==> config.mk <==
export PLATFORM = sky130hd
export DESIGN_NAME = uut_run_controller_flat
export DESIGN_NICKNAME = d
export VERILOG_FILES = /design/src/rtl/uut_run_controller_pkg.sv /design/src/rtl/uut_run_controller_if.sv /design/src/rtl/uut_run_controller_counter.sv /design/src/rtl/uut_run_controller.sv /design/src/flat_wrapper.sv
export SDC_FILE = /design/constraint.sdc
export NUM_CORES = 1
export LEC_CHECK = 0
export ABC_CLOCK_PERIOD_IN_PS = 4600
export BUFFER_PORTS_ARGS = -buffer_cell sky130_fd_sc_hd__buf_4
export CAP_MARGIN = 15
export CORE_AREA = 3 3 190 192
export CTS_CLUSTER_SIZE = 14
export DETAILED_ROUTE_END_ITERATION = 10
export DIE_AREA = 0 0 193 195
export HOLD_SLACK_MARGIN = 0.15
export SETUP_SLACK_MARGIN = 0.05
export SLEW_MARGIN = 20
export SYNTH_ARGS = -nofsm -noshare
export SYNTH_HDL_FRONTEND = slang
export SYNTH_SLANG_ARGS = --single-unit
==> constraint.sdc <==
create_clock -name clk -period 4.6 [get_ports clk]
set_input_delay 0.92 -clock clk [delete_from_list [all_inputs] [get_ports clk]]
set_output_delay 0.92 -clock clk [all_outputs]
set_load 0.02 [all_outputs]
==> src/rtl/uut_run_controller_pkg.sv <==
// rtl/uut_run_controller_pkg.sv - shared state and status encodings for the UUT run controller
package uut_run_pkg;

    typedef enum logic [1:0] {
        IDLE  = 2'd0,
        RESET = 2'd1,
        RUN   = 2'd2,
        DONE  = 2'd3
    } state_t;

    typedef enum logic [1:0] {
        ST_OK      = 2'd0,
        ST_UUT_ERR = 2'd1,
        ST_TIMEOUT = 2'd2,
        ST_ABORT   = 2'd3
    } status_t;

endpackage

==> src/rtl/uut_run_controller_if.sv <==
// rtl/uut_run_controller_if.sv - host and UUT signal bundle of the run controller
interface uut_run_controller_if #(
    parameter int IN_W  = 128,
    parameter int OUT_W = 88,
    parameter int CNT_W = 24
);
    import uut_run_pkg::*;

    logic             start_i;
    logic [IN_W-1:0]  vector_i;
    logic [CNT_W-1:0] timeout_i;
    logic             abort_i;
    logic             busy_o;
    logic             done_o;
    logic [OUT_W-1:0] result_o;
    status_t          status_o;
    logic [CNT_W-1:0] cycles_o;

    logic             uut_rst_o;
    logic [IN_W-1:0]  uut_in_o;
    logic             uut_end_i;
    logic             uut_err_i;
    logic [OUT_W-1:0] uut_out_i;

    // master = autotest engine plus UUT model, slave = the controller
    modport master (
        output start_i, vector_i, timeout_i, abort_i, uut_end_i, uut_err_i, uut_out_i,
        input  busy_o, done_o, result_o, status_o, cycles_o, uut_rst_o, uut_in_o
    );

    modport slave (
        input  start_i, vector_i, timeout_i, abort_i, uut_end_i, uut_err_i, uut_out_i,
        output busy_o, done_o, result_o, status_o, cycles_o, uut_rst_o, uut_in_o
    );

endinterface

==> src/rtl/uut_run_controller_counter.sv <==
// rtl/uut_run_controller_counter.sv - saturating up-counter with synchronous clear
module sat_cycle_counter #(
    parameter int W = 24
) (
    input  logic         clk,
    input  logic         rst_n,
    input  logic         clr,
    input  logic         en,
    output logic [W-1:0] q,
    output logic         sat
);

    assign sat = &q;

    always_ff @(posedge clk or negedge rst_n) begin
        if (!rst_n) begin
            q <= '0;
        end else if (clr) begin
            q <= '0;
        end else if (en && !sat) begin
            q <= q + 1'b1;
        end
    end

endmodule

==> src/rtl/uut_run_controller.sv <==
// rtl/uut_run_controller.sv - per-vector UUT reset, run timing and result capture
module uut_run_controller
    import uut_run_pkg::*;
#(
    parameter int IN_W        = 128,
    parameter int OUT_W       = 88,
    parameter int RST_CYCLES  = 4,
    parameter int CNT_W       = 24,
    parameter int UUT_RST_POL = 1
) (
    input  logic                 clk,
    input  logic                 rst,
    uut_run_controller_if.slave  bus
);

    localparam logic RST_ON = (UUT_RST_POL != 0);
    localparam int   HOLD_W = (RST_CYCLES > 1) ? $clog2(RST_CYCLES + 1) : 1;
    localparam logic [HOLD_W-1:0] HOLD_LAST = HOLD_W'(RST_CYCLES - 1);

    state_t           state;
    logic [CNT_W-1:0] timeout_q;
    logic [HOLD_W-1:0] hold_q;
    logic             hold_sat;
    logic [CNT_W-1:0] run_q;
    logic             run_sat;
    logic [CNT_W-1:0] cnt_next;
    logic             accept;
    logic             hold_done;
    logic             tmo_hit;

    assign accept    = (state == IDLE) && bus.start_i;
    assign hold_done = (hold_q == HOLD_LAST) || hold_sat;
    // count including the current RUN cycle, so a terminating cycle is always counted
    assign cnt_next  = run_sat ? run_q : run_q + 1'b1;
    assign tmo_hit   = (timeout_q != '0) && (cnt_next == timeout_q);

    sat_cycle_counter #(.W(HOLD_W)) u_hold_cnt (
        .clk   (clk),
        .rst_n (rst),
        .clr   (accept),
        .en    (state == RESET),
        .q     (hold_q),
        .sat   (hold_sat)
    );

    sat_cycle_counter #(.W(CNT_W)) u_run_cnt (
        .clk   (clk),
        .rst_n (rst),
        .clr   (accept),
        .en    (state == RUN),
        .q     (run_q),
        .sat   (run_sat)
    );

    always_ff @(posedge clk or negedge rst) begin
        if (!rst) begin
            state         <= IDLE;
            timeout_q     <= '0;
            bus.busy_o    <= 1'b0;
            bus.done_o    <= 1'b0;
            bus.result_o  <= {OUT_W{1'b0}};
            bus.status_o  <= ST_OK;
            bus.cycles_o  <= '0;
            bus.uut_rst_o <= RST_ON;
            bus.uut_in_o  <= {IN_W{1'b0}};
        end else begin
            bus.done_o <= 1'b0;
            case (state)
                IDLE: begin
                    if (bus.start_i) begin
                        bus.uut_in_o <= bus.vector_i;
                        timeout_q    <= bus.timeout_i;
                        bus.busy_o   <= 1'b1;
                        state        <= RESET;
                    end
                end
                RESET: begin
                    // UUT end/err are stale here and deliberately not looked at
                    if (bus.abort_i) begin
                        state        <= DONE;
                        bus.done_o   <= 1'b1;
                        bus.status_o <= ST_ABORT;
                        bus.result_o <= {OUT_W{1'b0}};
                        bus.cycles_o <= run_q;
                    end else if (hold_done) begin
                        state         <= RUN;
                        bus.uut_rst_o <= ~RST_ON;
                    end
                end
                RUN: begin
                    if (bus.abort_i || bus.uut_err_i || bus.uut_end_i || tmo_hit) begin
                        state         <= DONE;
                        bus.done_o    <= 1'b1;
                        bus.uut_rst_o <= RST_ON;
                        bus.cycles_o  <= cnt_next;
                        if (bus.abort_i) begin
                            bus.status_o <= ST_ABORT;
                            bus.result_o <= {OUT_W{1'b0}};
                        end else if (bus.uut_err_i) begin
                            bus.status_o <= ST_UUT_ERR;
                            bus.result_o <= bus.uut_out_i;
                        end else if (bus.uut_end_i) begin
                            bus.status_o <= ST_OK;
                            bus.result_o <= bus.uut_out_i;
                        end else begin
                            bus.status_o <= ST_TIMEOUT;
                            bus.result_o <= {OUT_W{1'b0}};
                        end
                    end
                end
                DONE: begin
                    bus.busy_o <= 1'b0;
                    state      <= IDLE;
                end
                default: state <= IDLE;
            endcase
        end
    end

endmodule

==> src/flat_wrapper.sv <==
// flat-port wrapper written by rule: the top's interface ports become plain ports
module uut_run_controller_flat import uut_run_pkg::*;
#(
    parameter int IN_W        = 128,
    parameter int OUT_W       = 88,
    parameter int RST_CYCLES  = 4,
    parameter int CNT_W       = 24,
    parameter int UUT_RST_POL = 1
)
  (clk, rst, bus_start_i, bus_vector_i, bus_timeout_i, bus_abort_i, bus_uut_end_i, bus_uut_err_i, bus_uut_out_i, bus_busy_o, bus_done_o, bus_result_o, bus_status_o, bus_cycles_o, bus_uut_rst_o, bus_uut_in_o);
  uut_run_controller_if #(.IN_W(IN_W), .OUT_W(OUT_W), .CNT_W(CNT_W)) bus_i ();
  input  logic clk;
  input  logic rst;
  input wire logic [$bits(bus_i.start_i)-1:0] bus_start_i;
  input wire logic [$bits(bus_i.vector_i)-1:0] bus_vector_i;
  input wire logic [$bits(bus_i.timeout_i)-1:0] bus_timeout_i;
  input wire logic [$bits(bus_i.abort_i)-1:0] bus_abort_i;
  input wire logic [$bits(bus_i.uut_end_i)-1:0] bus_uut_end_i;
  input wire logic [$bits(bus_i.uut_err_i)-1:0] bus_uut_err_i;
  input wire logic [$bits(bus_i.uut_out_i)-1:0] bus_uut_out_i;
  output wire logic [$bits(bus_i.busy_o)-1:0] bus_busy_o;
  output wire logic [$bits(bus_i.done_o)-1:0] bus_done_o;
  output wire logic [$bits(bus_i.result_o)-1:0] bus_result_o;
  output wire logic [$bits(bus_i.status_o)-1:0] bus_status_o;
  output wire logic [$bits(bus_i.cycles_o)-1:0] bus_cycles_o;
  output wire logic [$bits(bus_i.uut_rst_o)-1:0] bus_uut_rst_o;
  output wire logic [$bits(bus_i.uut_in_o)-1:0] bus_uut_in_o;
  assign bus_i.start_i = bus_start_i;
  assign bus_i.vector_i = bus_vector_i;
  assign bus_i.timeout_i = bus_timeout_i;
  assign bus_i.abort_i = bus_abort_i;
  assign bus_i.uut_end_i = bus_uut_end_i;
  assign bus_i.uut_err_i = bus_uut_err_i;
  assign bus_i.uut_out_i = bus_uut_out_i;
  assign bus_busy_o = bus_i.busy_o;
  assign bus_done_o = bus_i.done_o;
  assign bus_result_o = bus_i.result_o;
  assign bus_status_o = bus_i.status_o;
  assign bus_cycles_o = bus_i.cycles_o;
  assign bus_uut_rst_o = bus_i.uut_rst_o;
  assign bus_uut_in_o = bus_i.uut_in_o;
  uut_run_controller #(.IN_W(IN_W), .OUT_W(OUT_W), .RST_CYCLES(RST_CYCLES), .CNT_W(CNT_W), .UUT_RST_POL(UUT_RST_POL)) u_core (.clk(clk), .rst(rst), .bus(bus_i));
endmodule
==> results of run 1 <==
## worst max-delay path, stage by stage, from the launching register on
cell and delay [ns]:
dfrtp_1 0.46, ha_1 0.29, nand4_1 0.14, or4_1 0.70, o21ai_1 0.17, mux2i_1 0.08
or3_1 0.39, or4_1 0.59, a2111oi_4 0.42, o211ai_4 0.14, buf_12 0.26, mux2_1 0.38
## per-stage QoR
stage	util	area (um2)
2_1_floorplan	-	12600
3_3_place_gp	0.484	16700
3_5_place_dp	0.484	16700
4_1_cts	0.518	17900
5_1_grt	0.519	17900
6_report	0.519	17900
## power groups by stage
stage,logic [uW],clock network (uW),registers [uW]
global placement,4900,0,4210
detailed placement,4940,0,4220
floorplan,1930,0,5060
global route,5300,3020,4340
finish,4860,2830,4210
CTS,4940,2930,4210
## logic make-up after synthesis
kind of cell / after synthesis / synth area share
AOI/OAI and AO/OA: 155 / 0.0988
DFF: 298 / 0.591
xor gates and xnor gates: 39 / 0.0271
buffers and inverters: 95 / 0.0339
muxes: 32 / 0.0275
and+or+nand+nor: 635 / 0.214
adders and majority gates: 7 / 0.00694
## final cells by class
| type | count | area (um2) |
|---|---|---|
| diodes | 5 | 12.5 |
| clock buffers | 53 | 1080 |
| clock inverters | 12 | 121 |
| fillers | 3213 | 16600 |
| inverters | 20 | 75.1 |
| multi-input cells | 868 | 4750 |
| flip-flops and latches | 298 | 7460 |
| well taps | 455 | 569 |
| repair buffers | 505 | 3850 |
## cell usage after synthesis, drive strengths merged (4+ instances only)
master and count:
a31oi 6, nand3 12, nor3 8, inv 20
mux2i 11, or4 5, xor2 16, a22oi 4
mux2 21, clkbuf 53, nor2 39, and3 6
nand2 485, a22o 89, xnor2 23, o21ai 18
nor3b 4, buf 22, and2 21, or3 5
nand4 19, dfrtp 297, a21oi 10, ha 7
nor4 17, nand2b 4
## sequential cells by signal (all words and copies together), names as in the netlist
name,flops
u_core.bus.busy_o,1
u_core.bus.cycles_o,24
u_core.bus.done_o,1
u_core.bus.result_o,88
u_core.bus.status_o,2
u_core.bus.uut_in_o,128
u_core.bus.uut_rst_o,1
u_core.state,2
u_core.timeout_q,24
u_core.u_hold_cnt.q,3
u_core.u_run_cnt.q,24
## worst paths after layout
kind,from,to,cells past startpoint
worst max-delay path,u_core.u_run_cnt.q[0],u_core.bus.cycles_o[1],11
worst min-delay path,rst,u_core.u_run_cnt.q[10],1
worst max register to register,u_core.u_run_cnt.q[0],u_core.bus.cycles_o[1],11
worst min register to register,u_core.bus.uut_in_o[55],u_core.bus.uut_in_o[55],2
max in group asynchronous,rst,u_core.bus.uut_in_o[88],2
min in group clk,u_core.bus.uut_in_o[55],u_core.bus.uut_in_o[55],2
## per-layer routing
metal  GRT usage  part of all wire  up-vias
met3      0.0648             0.087       82
met1       0.266              0.38     5212
met2       0.361              0.49      402
met5           0                 0        -
li1            -                 -     5170
met4      0.0828             0.036        0
==> reports/qor.txt, run 1 <==
Clock Tree Buf Depth = 3
Setup WS post-layout = 0.384 ns
Iter 0 DRT Violations = 689
post_cts resized = 0
Vias per Instance = 4.90
Core ar. = 34500 um2
most common cell after layout, fill and taps aside = buf_4
net switching power = 4670 uW
Overall Power = 11900 uW
post-route ant nets = 0
Slew @ Worst Pin = 0.972 ns
Synth Flop Type = dfrtp_1
PD cells = 664 nW/um2
Slew Limit Headroom = 0.352
post-synthesis cell type count = 57
clock sinks = 298
CTS Buf Count = 36
max-cap viol count = 0
Logic pwr share = 0.408
Reg clk slew, reported paths = 0.06 ns
DP HPWL = 30600 um
warnings from Yosys = 0
CP max FO = 114
max-slew violations = 0
Post-Synthesis Cells = 1261
DR DRC count = 0
R2R Setup Slk = 0.38 ns
Post-Route WL = 42200 um
chip width = 193 um
Seq pwr share = 0.354
top cell type's share of synthesized area = 0.589
RSZ-0062 raised after global routing = false
dominant cell type by area after synthesis = dfrtp_1
layout cell share with drive strength beyond 1 = 0.337
CTS tree = built
router iterations before antenna repair = 5
Synth async-reset ratio = 1.00
Post-synth EDFFs = 0
Int Pwr = 7230 uW
Placer Congestion = 0.913
Syn-to-layout area delta = 42.0%
Hold Path Class = in -> async
most frequent cells in the layout = buf_4, nand2_1, dfrtp_1
setup tns final = 0 ns
H-Tree Depth = 2
critical setup path kind = reg -> reg
flops & latches, synth = 298
crit path capture type = flop
Total GRT Usage = 0.217
hold_buf cts = 0
Setup Slack @ Placement = 0.394 ns
I/O pin cnt = 491
Area contributors post-synth = dfrtp_1, nand2_1, a22o_1
worst endpoint data arrival time = 4.60 ns
hold slack = 0.450 ns
switch share = 0.392
post-route insts no fill = 2216
row cnt = 68
nets = 1982
Clk pwr share = 0.238
leakage = 0.00946 uW
routed vias = 10900
GR Overflow Total = 0
first-pass GRT wire length = 64100 um
post-synthesis sequential area ratio = 0.591
routed length per instance = 19.0 um
post-layout min period = 4.22 ns
clock root buffer = clkbuf_16
largest net degree at the start of global routing = 115
critical path required time = 4.98 ns
worst clock skew = 0.00954 ns
initial core utilization = 0.365
full die area = 37600 um2
post-CTS setup buffers = 0
crit path launch type = flop
vias in the first global route = 11100
IO buf count = 490
endpoints failing setup = 0
Peak supply drop = 0.376 mV
Synth Cell Area = 12600 um2
final hold vios = 0
Synth Area per Inst = 10.0 um2
Clock Latency Late Sink = 0.51 ns
Die Y = 195 um
status = complete, no violations
Placed Cells incl. Taps = 2146
part of the cycle the worst path needs = 0.917
initial antenna violation count = 4
f_max = 0.237 GHz
Synthesized Nets = 1514
Power figures use the tool's default switching activity.
==> inputs of run 2 (changes only) <==
==> constraint.sdc (replaced) <==
create_clock -name clk -period 4.6 [get_ports clk]
set_input_delay 0.46 -clock clk [delete_from_list [all_inputs] [get_ports clk]]
set_output_delay 0.46 -clock clk [all_outputs]
set_load 0.02 [all_outputs]
==> run 2 against run 1 <==
Routed wire length grew 6.5%. Hold slack lost 0.27 ns. First-iteration DRC count grew 7.5%. Utilization grew 5.7 points. Non-clock buffer count grew 209. Sequential power is essentially flat. Clock power shrank 7%. Critical path depth is the same. Die area is the same. Critical path type unchanged. Largest cell class unchanged.
==> reports/qor.txt, run 2 (synthesized netlist as in run 1, its figures left out) <==
max-cap viol count = 0
CP max FO = 114
post-route ant nets = 0
largest register by flop count = u_core.bus.uut_in_o
initial antenna violation count = 2
CTS Buf Count = 35
worst clock skew = 0.0117 ns
Clock Latency Late Sink = 0.51 ns
Placer Congestion = 0.920
Peak supply drop = 0.392 mV
max FFs per register = 128
Slew @ Worst Pin = 1.03 ns
endpoints failing setup = 0
most common cell after layout, fill and taps aside = buf_4
max-slew violations = 0
Die Y = 195 um
RSZ-0062 raised after global routing = false
full die area = 37600 um2
part of the cycle the worst path needs = 0.923
Vias per Instance = 4.87
crit path capture type = flop
Clock Tree Buf Depth = 3
crit path launch type = flop
H-Tree Depth = 2
clock sinks = 298
setup tns final = 0 ns
Total GRT Usage = 0.233
Largest regs = u_core.bus.uut_in_o: 128 flops, u_core.bus.result_o: 88 flops
post-layout instance area = 19900 um2
Reg clk slew, reported paths = 0.06 ns
f_max = 0.236 GHz
Core ar. = 34500 um2
largest net degree at the start of global routing = 115
FILL cells = 2936
Placed Cells incl. Taps = 2145
leakage = 0.0103 uW
multi-input logic area = 4750 um2
post-layout min period = 4.24 ns
Final Util = 0.575
sequential cell area = 7460 um2
DR DRC count = 0
PD cells = 599 nW/um2
Syn-to-layout area delta = 57.6%
most frequent cells in the layout = buf_4, nand2_1, dfrtp_1
Hold Path Class = in -> reg
layout cell share with drive strength beyond 1 = 0.296
I/O pin cnt = 491
final hold vios = 0
row cnt = 68
routed vias = 11800
hold slack = 0.178 ns
Iter 0 DRT Violations = 741
IO buf count = 490
chip width = 193 um
clock root buffer = clkbuf_16
worst endpoint data arrival time = 4.63 ns
DP HPWL = 30500 um
post-CTS setup buffers = 0
critical setup path kind = reg -> reg
critical path required time = 4.98 ns
nets = 2190
GR Overflow Total = 0
router iterations before antenna repair = 5
status = complete, no violations
routed length per instance = 18.6 um
CTS tree = built
first-pass GRT wire length = 69300 um
post-route insts no fill = 2418
Area after DPL = 16700 um2
Slew Limit Headroom = 0.310
initial core utilization = 0.365
vias in the first global route = 12300
Post-Route WL = 44900 um
## run 2: power breakdown
part / internal, uW / switching, uW
logic: 2060 / 2990
registers: 3550 / 680
clock network: 1580 / 1070
total: 7180 / 4730
## run 2: repair_timing
action | CTS | global route
endpoints found under the hold margin | 316 | 0
resized for setup | 0 | 0
hold buffers | 210 | 0
## run 2: layout make-up
type,instances,area share
clock buffer,54,0.0513
antenna,3,0.000378
timing repair buffer,714,0.299
tap,455,0.0286
inverter,20,0.00378
multi-input combinational,868,0.239
clock inverter,6,0.00277
sequential,298,0.375
## run 2: metal layers
metal / track usage / wire, um / up-vias / part of all wire
met4: 0.0782 / 1500 / 0 / 0.033
met1: 0.278 / 17200 / 5668 / 0.38
met2: 0.399 / 22400 / 452 / 0.50
met3: 0.0727 / 3830 / 93 / 0.085
li1: - / - / 5561 / -
met5: 0 / 0 / - / 0
## run 2: worst paths after layout
path	startpoint	cells past startpoint	slack [ns]	to
max	u_core.u_run_cnt.q[0]	11	0.36	u_core.bus.cycles_o[2]
min	bus_uut_out_i[49]	2	0.18	u_core.bus.result_o[49]
max reg2reg	u_core.u_run_cnt.q[0]	11	0.36	u_core.bus.cycles_o[2]
min reg2reg	u_core.bus.uut_in_o[60]	2	0.47	u_core.bus.uut_in_o[60]
max in group asynchronous	rst	3	2.87	u_core.bus.uut_in_o[100]
min in group asynchronous	rst	2	0.59	u_core.bus.cycles_o[9]
## run 2: stage by stage
stage / power [uW] / setup slack, ns
final: 11900 / 0.356
after global routing: 12600 / 0.164
after CTS: 12000 / 0.395
after detailed placement: 9160 / 0.417
after global placement: 9100 / 0.488
after floorplan: 6990 / 0.947
## run 2: critical path, stage by stage, from the launching register on
cell and delay (ns):
dfrtp_1 0.46, ha_1 0.28, nand4_1 0.15, or4_1 0.69
o21ai_1 0.18, mux2i_1 0.08, or3_1 0.39, or4_1 0.60
a2111oi_4 0.42, o211ai_4 0.15, buf_12 0.26, mux2_1 0.38
==> inputs of run 3 (changes only) <==
- GPL_ROUTABILITY_DRIVEN: not set -> 0
- PLACE_DENSITY_LB_ADDON: not set -> 0.1
==> run 3 against run 2 <==
Maximum frequency is 2.9% lower. Power is 2.3% higher. Flip-flop and latch count stayed put.
==> reports/qor.txt, run 3 (synthesized netlist as in run 1, its figures left out) <==
Worst R2R End = u_core.bus.result_o[21]
Hold Startpoint = bus_vector_i[24]
IO buf count = 490
most common cell after layout, fill and taps aside = buf_4
layout cell share with drive strength beyond 1 = 0.299
hold_buf cts = 226
chip width = 193 um
Total GRT Usage = 0.237
routed vias = 11800
Syn-to-layout area delta = 59.9%
DR DRC count = 0
initial core utilization = 0.365
post-CTS setup buffers = 0
hold slack = 0.162 ns
Post-Route WL = 45500 um
clock root buffer = clkbuf_16
crit path capture type = flop
Slew Limit Headroom = 0.423
CTS tree = built
router iterations before antenna repair = 5
initial antenna violation count = 2
Overall Power = 12200 uW
worst endpoint data arrival time = 4.77 ns
Hold Path Class = in -> reg
post-route ant nets = 0
largest net degree at the start of global routing = 109
full die area = 37600 um2
largest register by flop count = u_core.bus.uut_in_o
Reg clk slew, reported paths = 0.06 ns
Slew @ Worst Pin = 0.857 ns
Peak supply drop = 0.556 mV
RSZ-0062 raised after global routing = false
GR Overflow Total = 0
vias in the first global route = 12400
post-layout instance area = 20200 um2
CP max FO = 108
R2R cell count = 11
Area after DPL = 16700 um2
Hold EP = u_core.bus.uut_in_o[24]
leakage = 0.0104 uW
clock sinks = 298
PD cells = 605 nW/um2
Largest regs = u_core.bus.uut_in_o: 128 flops, u_core.bus.result_o: 88 flops
first-pass GRT wire length = 70100 um
f_max = 0.229 GHz
max FFs per register = 128
Vias per Instance = 4.83
max-cap viol count = 0
H-Tree Depth = 2
DP HPWL = 32200 um
most frequent cells in the layout = buf_4, nand2_1, dfrtp_1
hold-critical path depth = 3
status = complete, no violations
max-slew violations = 0
Clock Tree Buf Depth = 3
Core ar. = 34500 um2
post-layout min period = 4.37 ns
Clock Latency Late Sink = 0.52 ns
reg-to-reg critical path startpoint = u_core.u_run_cnt.q[0]
switch share = 0.394
I/O pin cnt = 491
R2R Setup Slk = 0.23 ns
row cnt = 68
Die Y = 195 um
Int Pwr = 7380 uW
Clk pwr share = 0.237
critical path required time = 5.00 ns
final hold vios = 0
routed length per instance = 18.7 um
endpoints failing setup = 0
part of the cycle the worst path needs = 0.950
critical setup path kind = reg -> reg
setup tns final = 0 ns
Iter 0 DRT Violations = 531
crit path launch type = flop
worst clock skew = 0.0131 ns
net switching power = 4810 uW
Logic pwr share = 0.417
nets = 2209
CTS Buf Count = 36
Seq pwr share = 0.346
post_cts resized = 0
run 3: changes by cell type in the layout (fill, tap and decap cells not counted), moves of 2 or more:
| cell | delta |
|---|---|
| bufinv_16 | +2 |
| buf_4 | +4 |
| clkbuf_1 | -7 |
| clkbuf_8 | +7 |
| dlygate4sd3_1 | +16 |
| buf_12 | -2 |
run 3: worst max-delay path by stage:
stage	depth (start not counted)	from	slack, ns	endpoint
after global placement	11	u_core.u_run_cnt.q[0]	0.33	u_core.bus.cycles_o[0]
after CTS	11	u_core.u_run_cnt.q[0]	0.25	u_core.bus.cycles_o[1]
after floorplan	13	u_core.u_run_cnt.q[0]	0.95	u_core.bus.result_o[85]
after global routing	11	u_core.u_run_cnt.q[0]	0.07	u_core.bus.cycles_o[0]
final	11	u_core.u_run_cnt.q[0]	0.23	u_core.bus.result_o[21]
after detailed placement	11	u_core.u_run_cnt.q[0]	0.25	u_core.bus.cycles_o[1]
run 3: stage by stage:
stage / setup slack [ns] / instances / util
floorplan: 0.947 / 1261 / -
global placement: 0.328 / 2147 / 0.483
detailed placement: 0.253 / 2147 / 0.483
CTS: 0.251 / 2437 / 0.584
global route: 0.0674 / 2439 / 0.584
finish: 0.228 / 2439 / 0.584
run 3: layout make-up:
type	instances	area, um2
multi-input cells	868	4750
flip-flops and latches	298	7460
diodes	2	5.00
fillers	3031	14400
well taps	455	569
repair buffers	732	6090
clock buffers	53	1060
inverters	20	75.1
clock inverters	11	149
run 3: metal layers:
layer / GRT usage / share of wire
met4: 0.102 / 0.046
met5: 0 / 0
met3: 0.0704 / 0.080
met1: 0.278 / 0.38
met2: 0.402 / 0.49
run 3: worst max-delay path, stage by stage (launching register included):
cell       delay [ns]
dfrtp_1          0.46
ha_1             0.28
nand4_1          0.16
or4_1            0.71
o21ai_1          0.18
mux2i_1          0.09
or3_1            0.38
or4_1            0.58
a2111oi_4        0.48
o211ai_4         0.23
buf_12           0.26
a22o_1           0.34
run 3: power groups by stage:
stage / registers, uW / clock network, uW / logic, uW
5_1_grt: 4340 / 3080 / 5510
4_1_cts: 4210 / 2970 / 5120
3_5_place_dp: 4210 / 0 / 4970
2_1_floorplan: 5060 / 0 / 1930
3_3_place_gp: 4210 / 0 / 4920
6_report: 4220 / 2890 / 5090
